`config.mk`:
```
export PLATFORM = sky130hd
export DESIGN_NAME = regfile_port_arbiter_flat
export DESIGN_NICKNAME = d
export VERILOG_FILES = /design/src/rtl/regfile_port_arbiter_if.sv /design/src/rtl/regfile_port_arbiter.sv /design/src/flat_wrapper.sv
export SDC_FILE = /design/constraint.sdc
export NUM_CORES = 1
export LEC_CHECK = 0
export ABC_AREA = 1
export CAP_MARGIN = 30
export CORE_AREA = 2 2 113 104
export CTS_CLUSTER_SIZE = 28
export DETAILED_ROUTE_END_ITERATION = 8
export DIE_AREA = 0 0 115 106
export PLACE_DENSITY = 0.78
export SLEW_MARGIN = 20
export SYNTH_ARGS = -nofsm -noshare
export SYNTH_HDL_FRONTEND = slang
export SYNTH_SLANG_ARGS = --single-unit
```
`constraint.sdc`:
```
create_clock -name clock -period 5.62 [get_ports clock]
set_input_delay 1.124 -clock clock [delete_from_list [all_inputs] [get_ports clock]]
set_output_delay 1.124 -clock clock [all_outputs]
set_load 0.01 [all_outputs]
```
`src/rtl/regfile_port_arbiter_if.sv`:
```
`default_nettype none
// ============================================================================
//  Module      : regfile_port_arbiter_if
//  Description : Writeback, game-logic request and register-file write-port
//                signals shared by the register-file port arbiter.
//  Revision    : 1.0 - initial release
// ============================================================================
interface regfile_port_arbiter_if;
    logic        cpu_we;
    logic [4:0]  cpu_waddr;
    logic [31:0] cpu_wdata;
    logic        cpu_stall;

    logic        score_req;
    logic [31:0] score_data;
    logic        score_ack;

    logic        type_req;
    logic [31:0] type_data;
    logic        type_ack;

    logic        rf_we;
    logic [4:0]  rf_waddr;
    logic [31:0] rf_wdata;

    logic [31:0] score_add;
    logic        score_add_vld;
    logic [31:0] type_chg;
    logic        type_chg_vld;

    // Environment side: writeback stage, game logic and register file.
    modport master (
        output cpu_we, cpu_waddr, cpu_wdata,
        output score_req, score_data, type_req, type_data,
        input  cpu_stall, score_ack, type_ack,
        input  rf_we, rf_waddr, rf_wdata,
        input  score_add, score_add_vld, type_chg, type_chg_vld
    );

    // Arbiter side.
    modport slave (
        input  cpu_we, cpu_waddr, cpu_wdata,
        input  score_req, score_data, type_req, type_data,
        output cpu_stall, score_ack, type_ack,
        output rf_we, rf_waddr, rf_wdata,
        output score_add, score_add_vld, type_chg, type_chg_vld
    );
endinterface
`default_nettype wire

```
`src/rtl/regfile_port_arbiter.sv`:
```
`default_nettype none
// ============================================================================
//  Module      : regfile_port_arbiter
//  Description : Shares the register-file write port between CPU writeback and
//                the score / tetromino-type producers, with anti-starvation
//                stall and snooping of CPU writes into game-logic events.
//  Revision    : 1.0 - initial release
// ============================================================================
module regfile_port_arbiter #(
    parameter int unsigned MAX_WAIT     = 4,
    parameter int unsigned SCORE_REG    = 1,
    parameter int unsigned TYPE_REG     = 3,
    parameter int unsigned SCOREADD_REG = 2,
    parameter int unsigned TYPECHG_REG  = 4
) (
    input  logic                   clock,
    input  logic                   ctrl_reset,
    regfile_port_arbiter_if.slave  bus
);

    localparam logic [3:0] c_max_wait     = 4'(MAX_WAIT);
    localparam logic [4:0] c_score_reg    = 5'(SCORE_REG);
    localparam logic [4:0] c_type_reg     = 5'(TYPE_REG);
    localparam logic [4:0] c_scoreadd_reg = 5'(SCOREADD_REG);
    localparam logic [4:0] c_typechg_reg  = 5'(TYPECHG_REG);
    localparam logic       c_ptr_score    = 1'b0;
    localparam logic       c_ptr_type     = 1'b1;

    logic        r_ptr;
    logic [3:0]  r_wait_cnt;
    logic        r_score_ack;
    logic        r_type_ack;
    logic [31:0] r_score_add;
    logic        r_score_add_vld;
    logic [31:0] r_type_chg;
    logic        r_type_chg_vld;

    logic        w_cpu_wr;
    logic        w_score_elig;
    logic        w_type_elig;
    logic        w_any_elig;
    logic        w_forced;
    logic        w_grant_cpu;
    logic        w_grant_score;
    logic        w_grant_type;
    logic        w_game_grant;
    logic        w_rf_we;
    logic [4:0]  w_rf_waddr;
    logic [31:0] w_rf_wdata;

    // Grants are gated by reset so the write port goes quiet the moment
    // reset asserts, not just at the next edge.
    always_comb begin
        w_cpu_wr      = 1'b0;
        w_score_elig  = 1'b0;
        w_type_elig   = 1'b0;
        w_any_elig    = 1'b0;
        w_forced      = 1'b0;
        w_grant_cpu   = 1'b0;
        w_grant_score = 1'b0;
        w_grant_type  = 1'b0;
        w_game_grant  = 1'b0;
        w_rf_we       = 1'b0;
        w_rf_waddr    = '0;
        w_rf_wdata    = '0;

        if (!ctrl_reset) begin
            w_cpu_wr     = bus.cpu_we && (bus.cpu_waddr != 5'd0);
            w_score_elig = bus.score_req && !r_score_ack;
            w_type_elig  = bus.type_req && !r_type_ack;
            w_any_elig   = w_score_elig || w_type_elig;
            w_forced     = w_any_elig && (r_wait_cnt == c_max_wait);
            w_grant_cpu  = w_cpu_wr && !w_forced;
            w_game_grant = w_any_elig && !w_grant_cpu;

            if (w_game_grant) begin
                if (w_score_elig && w_type_elig) begin
                    w_grant_score = (r_ptr == c_ptr_score);
                    w_grant_type  = (r_ptr == c_ptr_type);
                end else begin
                    w_grant_score = w_score_elig;
                    w_grant_type  = w_type_elig;
                end
            end

            if (w_grant_cpu) begin
                w_rf_we    = 1'b1;
                w_rf_waddr = bus.cpu_waddr;
                w_rf_wdata = bus.cpu_wdata;
            end else if (w_grant_score) begin
                w_rf_we    = 1'b1;
                w_rf_waddr = c_score_reg;
                w_rf_wdata = bus.score_data;
            end else if (w_grant_type) begin
                w_rf_we    = 1'b1;
                w_rf_waddr = c_type_reg;
                w_rf_wdata = bus.type_data;
            end
        end
    end

    always_ff @(posedge clock or posedge ctrl_reset) begin
        if (ctrl_reset) begin
            r_ptr       <= c_ptr_score;
            r_wait_cnt  <= 4'd0;
            r_score_ack <= 1'b0;
            r_type_ack  <= 1'b0;
        end else begin
            r_score_ack <= w_grant_score;
            r_type_ack  <= w_grant_type;

            if (w_grant_score) begin
                r_ptr <= c_ptr_type;
            end else if (w_grant_type) begin
                r_ptr <= c_ptr_score;
            end

            // Saturating loss counter; a request that lost to the CPU ages it.
            if (w_game_grant) begin
                r_wait_cnt <= 4'd0;
            end else if (w_any_elig && (r_wait_cnt != c_max_wait)) begin
                r_wait_cnt <= r_wait_cnt + 4'd1;
            end
        end
    end

    // Snoop only committed CPU writes; a stalled write leaves no trace.
    always_ff @(posedge clock or posedge ctrl_reset) begin
        if (ctrl_reset) begin
            r_score_add     <= '0;
            r_score_add_vld <= 1'b0;
            r_type_chg      <= '0;
            r_type_chg_vld  <= 1'b0;
        end else begin
            r_score_add_vld <= 1'b0;
            r_type_chg_vld  <= 1'b0;
            if (w_grant_cpu && (bus.cpu_waddr == c_scoreadd_reg)) begin
                r_score_add     <= bus.cpu_wdata;
                r_score_add_vld <= 1'b1;
            end
            if (w_grant_cpu && (bus.cpu_waddr == c_typechg_reg)) begin
                r_type_chg     <= bus.cpu_wdata;
                r_type_chg_vld <= 1'b1;
            end
        end
    end

    assign bus.cpu_stall     = w_forced;
    assign bus.rf_we         = w_rf_we;
    assign bus.rf_waddr      = w_rf_waddr;
    assign bus.rf_wdata      = w_rf_wdata;
    assign bus.score_ack     = r_score_ack;
    assign bus.type_ack      = r_type_ack;
    assign bus.score_add     = r_score_add;
    assign bus.score_add_vld = r_score_add_vld;
    assign bus.type_chg      = r_type_chg;
    assign bus.type_chg_vld  = r_type_chg_vld;

endmodule
`default_nettype wire
```
`src/flat_wrapper.sv`:
```
// flat-port wrapper written by rule: the top's interface ports become plain ports
module regfile_port_arbiter_flat 
#(
    parameter int unsigned MAX_WAIT     = 4,
    parameter int unsigned SCORE_REG    = 1,
    parameter int unsigned TYPE_REG     = 3,
    parameter int unsigned SCOREADD_REG = 2,
    parameter int unsigned TYPECHG_REG  = 4
)
  (clock, ctrl_reset, bus_cpu_we, bus_cpu_waddr, bus_cpu_wdata, bus_score_req, bus_score_data, bus_type_req, bus_type_data, bus_cpu_stall, bus_score_ack, bus_type_ack, bus_rf_we, bus_rf_waddr, bus_rf_wdata, bus_score_add, bus_score_add_vld, bus_type_chg, bus_type_chg_vld);
  regfile_port_arbiter_if bus_i ();
  input  logic clock;
  input  logic ctrl_reset;
  input wire logic [$bits(bus_i.cpu_we)-1:0] bus_cpu_we;
  input wire logic [$bits(bus_i.cpu_waddr)-1:0] bus_cpu_waddr;
  input wire logic [$bits(bus_i.cpu_wdata)-1:0] bus_cpu_wdata;
  input wire logic [$bits(bus_i.score_req)-1:0] bus_score_req;
  input wire logic [$bits(bus_i.score_data)-1:0] bus_score_data;
  input wire logic [$bits(bus_i.type_req)-1:0] bus_type_req;
  input wire logic [$bits(bus_i.type_data)-1:0] bus_type_data;
  output wire logic [$bits(bus_i.cpu_stall)-1:0] bus_cpu_stall;
  output wire logic [$bits(bus_i.score_ack)-1:0] bus_score_ack;
  output wire logic [$bits(bus_i.type_ack)-1:0] bus_type_ack;
  output wire logic [$bits(bus_i.rf_we)-1:0] bus_rf_we;
  output wire logic [$bits(bus_i.rf_waddr)-1:0] bus_rf_waddr;
  output wire logic [$bits(bus_i.rf_wdata)-1:0] bus_rf_wdata;
  output wire logic [$bits(bus_i.score_add)-1:0] bus_score_add;
  output wire logic [$bits(bus_i.score_add_vld)-1:0] bus_score_add_vld;
  output wire logic [$bits(bus_i.type_chg)-1:0] bus_type_chg;
  output wire logic [$bits(bus_i.type_chg_vld)-1:0] bus_type_chg_vld;
  assign bus_i.cpu_we = bus_cpu_we;
  assign bus_i.cpu_waddr = bus_cpu_waddr;
  assign bus_i.cpu_wdata = bus_cpu_wdata;
  assign bus_i.score_req = bus_score_req;
  assign bus_i.score_data = bus_score_data;
  assign bus_i.type_req = bus_type_req;
  assign bus_i.type_data = bus_type_data;
  assign bus_cpu_stall = bus_i.cpu_stall;
  assign bus_score_ack = bus_i.score_ack;
  assign bus_type_ack = bus_i.type_ack;
  assign bus_rf_we = bus_i.rf_we;
  assign bus_rf_waddr = bus_i.rf_waddr;
  assign bus_rf_wdata = bus_i.rf_wdata;
  assign bus_score_add = bus_i.score_add;
  assign bus_score_add_vld = bus_i.score_add_vld;
  assign bus_type_chg = bus_i.type_chg;
  assign bus_type_chg_vld = bus_i.type_chg_vld;
  regfile_port_arbiter #(.MAX_WAIT(MAX_WAIT), .SCORE_REG(SCORE_REG), .TYPE_REG(TYPE_REG), .SCOREADD_REG(SCOREADD_REG), .TYPECHG_REG(TYPECHG_REG)) u_core (.clock(clock), .ctrl_reset(ctrl_reset), .bus(bus_i));
endmodule
```
==> metrics <==
vias in the first global route=4726; WP buf/inv=3; CTS tree=yes; clock sink total=73; worst setup path start=bus_cpu_we; H-tree Lvls=3; Cell Rows=37; core area=about 11000 um^2; Final min period=about 4.8 ns; final hold vios=0; Least-Margin Pin Slew=0.8324 ns; Final GP Congestion=0.8473; post-synthesis adder-cell area fraction=0.5562%; area leader, netlist=dfrtp_1; layout cell share with drive strength beyond 1=5.104%; Hold Crit Start=u_core.bus.type_chg[3]; CP top delay family=buffers and inverters; post-synth net total=775; setup repair bufs after CTS=0; Clock Pin Slew Worst Setup and Hold Paths=about 0.060 ns; Critical Path Source Type=input pin; CTS max path bufs=2; synth-to-layout area growth=55.45%; worst reg2reg startpoint=u_core.r_wait_cnt[0]; post-route ant nets=0; Async SR Flop Fraction=100.0%; most frequent cell after synthesis=nand2_1; setup slack after layout=between 0.8 and 0.9 ns; Post-Layout Cell Count=998; CTS Buf Count=9; Die H=around 110 um; Post-synth EDFFs=0; CP Cell Sequence=clkdlybuf4s50_1, nand3_4, o211ai_1, nand2_1, inv_1, clkdlybuf4s50_1; CP Max Fanout=35; run status=finished, final reports clean; MaxCap Viol Count=0; first-pass GRT wire length=24270 um; mux cell area share after synthesis=0%; design area=6994 um^2; total grt overflow=0; Yosys top cell area share=40.60%; Place WS=0.8496 ns; Tot Pwr=1.787 mW; static leakage=3.818 nW; CP Capture Type=primary output; Layout Skew=0.008561 ns; Req. time, crit path=about 4.5 ns; initial antenna violation count=0; Peak supply drop=0.1587 mV; Post-Synthesis Cells=roughly 670; unrepaired setup endpoints after global routing=false; Iter 0 DRT Violations=342; largest net degree at the start of global routing=50; slowest cell on the critical path=clkdlybuf4s50_1; Root Buffer=clkbuf_16; die width=115 um; worst hold-check slack=0.4672 ns; largest family of logic cells by synthesized area=simple AND/OR/NAND/NOR gates; Synth Warn #=0; Power per Cell Area=255.5 nW/um^2; post-synthesis average cell area=6.746 um^2; Crit Path Class=input pin to primary output; endpoints failing setup=0; DP Wirelength=10900 um; via count=4986; Slew HR=44.44%; Yosys cell types=22; Total GRT Usage=25.19%; fin util=62.95%; Final Cycle Share=85.00%; Cells after DPL=between 900 and 1000; Total Nets Final=965; placed cell area=~6700 um^2; drt pass-1 iters=5; Post-Route Setup TNS=0 ns; Yosys reg bits=73; Initial Util=40.50%; Port Buffers=212; # IOs=~210; most frequent cell on the critical path=clkdlybuf4s50_1; slowest stage delay, CP=approximately 1 ns; complex-gate fraction of the synthesized area=6.229%; Antenna diodes=0; detailed-route wire length per cell=15.37 um; max-slew violations=0; Synth top cells by count=208 x nand2_1, 138 x inv_1, 102 x nand3_1; sequential share of the synthesized area=40.60%; top_reg_cell synth=dfrtp_1; post-synthesis xor/xnor area fraction=0.1947%; Total Routed Length=15340 um; top cells by area, synth=dfrtp_1 41%, nand2_1 17%, inv_1 12%; Synth Cell Area=4499 um^2; DR vias/cell=approximately 5; post_cts resized=0; hold buffer count at cts=0; clk_lat worst skew=0.33 ns; Max Clock Freq=209.3 MHz; Post-Synth Simple-Gate Area=36.10%; Arrival @ worst endpoint=3.65 ns; DRC=0; Hold Path Class=register to register; Die Area=about 12000 um^2
[placed cells by master (no fill, tap or decap), types with 3 or more instances in the layout]
cell type,Yosys,routed
clkdlybuf4s50_1,0,212
nand2_1,208,208
inv_1,138,138
nand3_1,102,102
dfrtp_1,73,73
o211ai_1,32,32
nand4_1,32,32
clkbuf_16,0,9
buf_4,0,9
nor2_1,9,8
inv_2,9,8
o21ai_0,4,4
nor2_2,2,3
nand3_2,3,3
[where the power goes]
group          internal [mW]  switching, mW  leakage, nW
Sequential             0.596         0.0415        0.978
Clock                  0.344          0.223        0.139
Combinational          0.300          0.282         2.70
[final cells by class]
| type | instances | area [um^2] |
|---|---|---|
| clock inverters | 5 | 56.30 |
| well taps | 136 | 170.2 |
| repair buffers | 222 | 2210 |
| clock buffers | 11 | 232.7 |
| flip-flops and latches | 73 | 1827 |
| fillers | 987 | 4116 |
| multi-input cells | 404 | 1944 |
| inverters | 147 | 554.3 |
[kinds of logic (layout without fill, tap and decap cells)]
kind of cell	Yosys count	in the layout
AOI/OAI and AO/OA	40	40
xor gates and xnor gates	1	1
adders and majority gates	2	2
buffers and inverters	190	385
DFF	73	73
and+or+nand+nor	361	361
[final timing paths]
kind / to / slack, ns / cells after the start
setup / recovery: bus_rf_wdata[21] / 0.84 / 6
min in group asynchronous: u_core.bus.score_add[23] / 1.39 / 2
hold reg to reg: u_core.bus.type_chg[3] / 0.47 / 2
hold / removal: u_core.bus.type_chg[3] / 0.47 / 2
setup reg to reg: u_core.bus.type_chg[13] / 2.56 / 10
max in group asynchronous: u_core.bus.score_add[2] / 3.59 / 3
[worst min-delay path: cells and delay by family, from the launching register on]
family / cells / cell delay [ns]
flops: 1 / 0.34
simple gates: 2 / 0.09
[routing by layer]
metal | global-route usage [%] | share of wire (%) | vias up
met5 | 0 | 0 | -
met4 | 6.454 | 1.1 | 0
met3 | 4.504 | 6.6 | 15
li1 | - | - | 2460
met2 | 40.50 | 49 | 171
met1 | 35.13 | 44 | 2340
[state kept, by name, indices dropped and copies added, names as in the netlist]
register,flops
u_core.bus.score_add,32
u_core.bus.type_chg,32
u_core.r_wait_cnt,4
u_core.bus.type_chg_vld,1
u_core.bus.score_ack,1
u_core.bus.type_ack,1
u_core.r_ptr,1
u_core.bus.score_add_vld,1
Note: power is estimated with default switching activity, not from simulation.
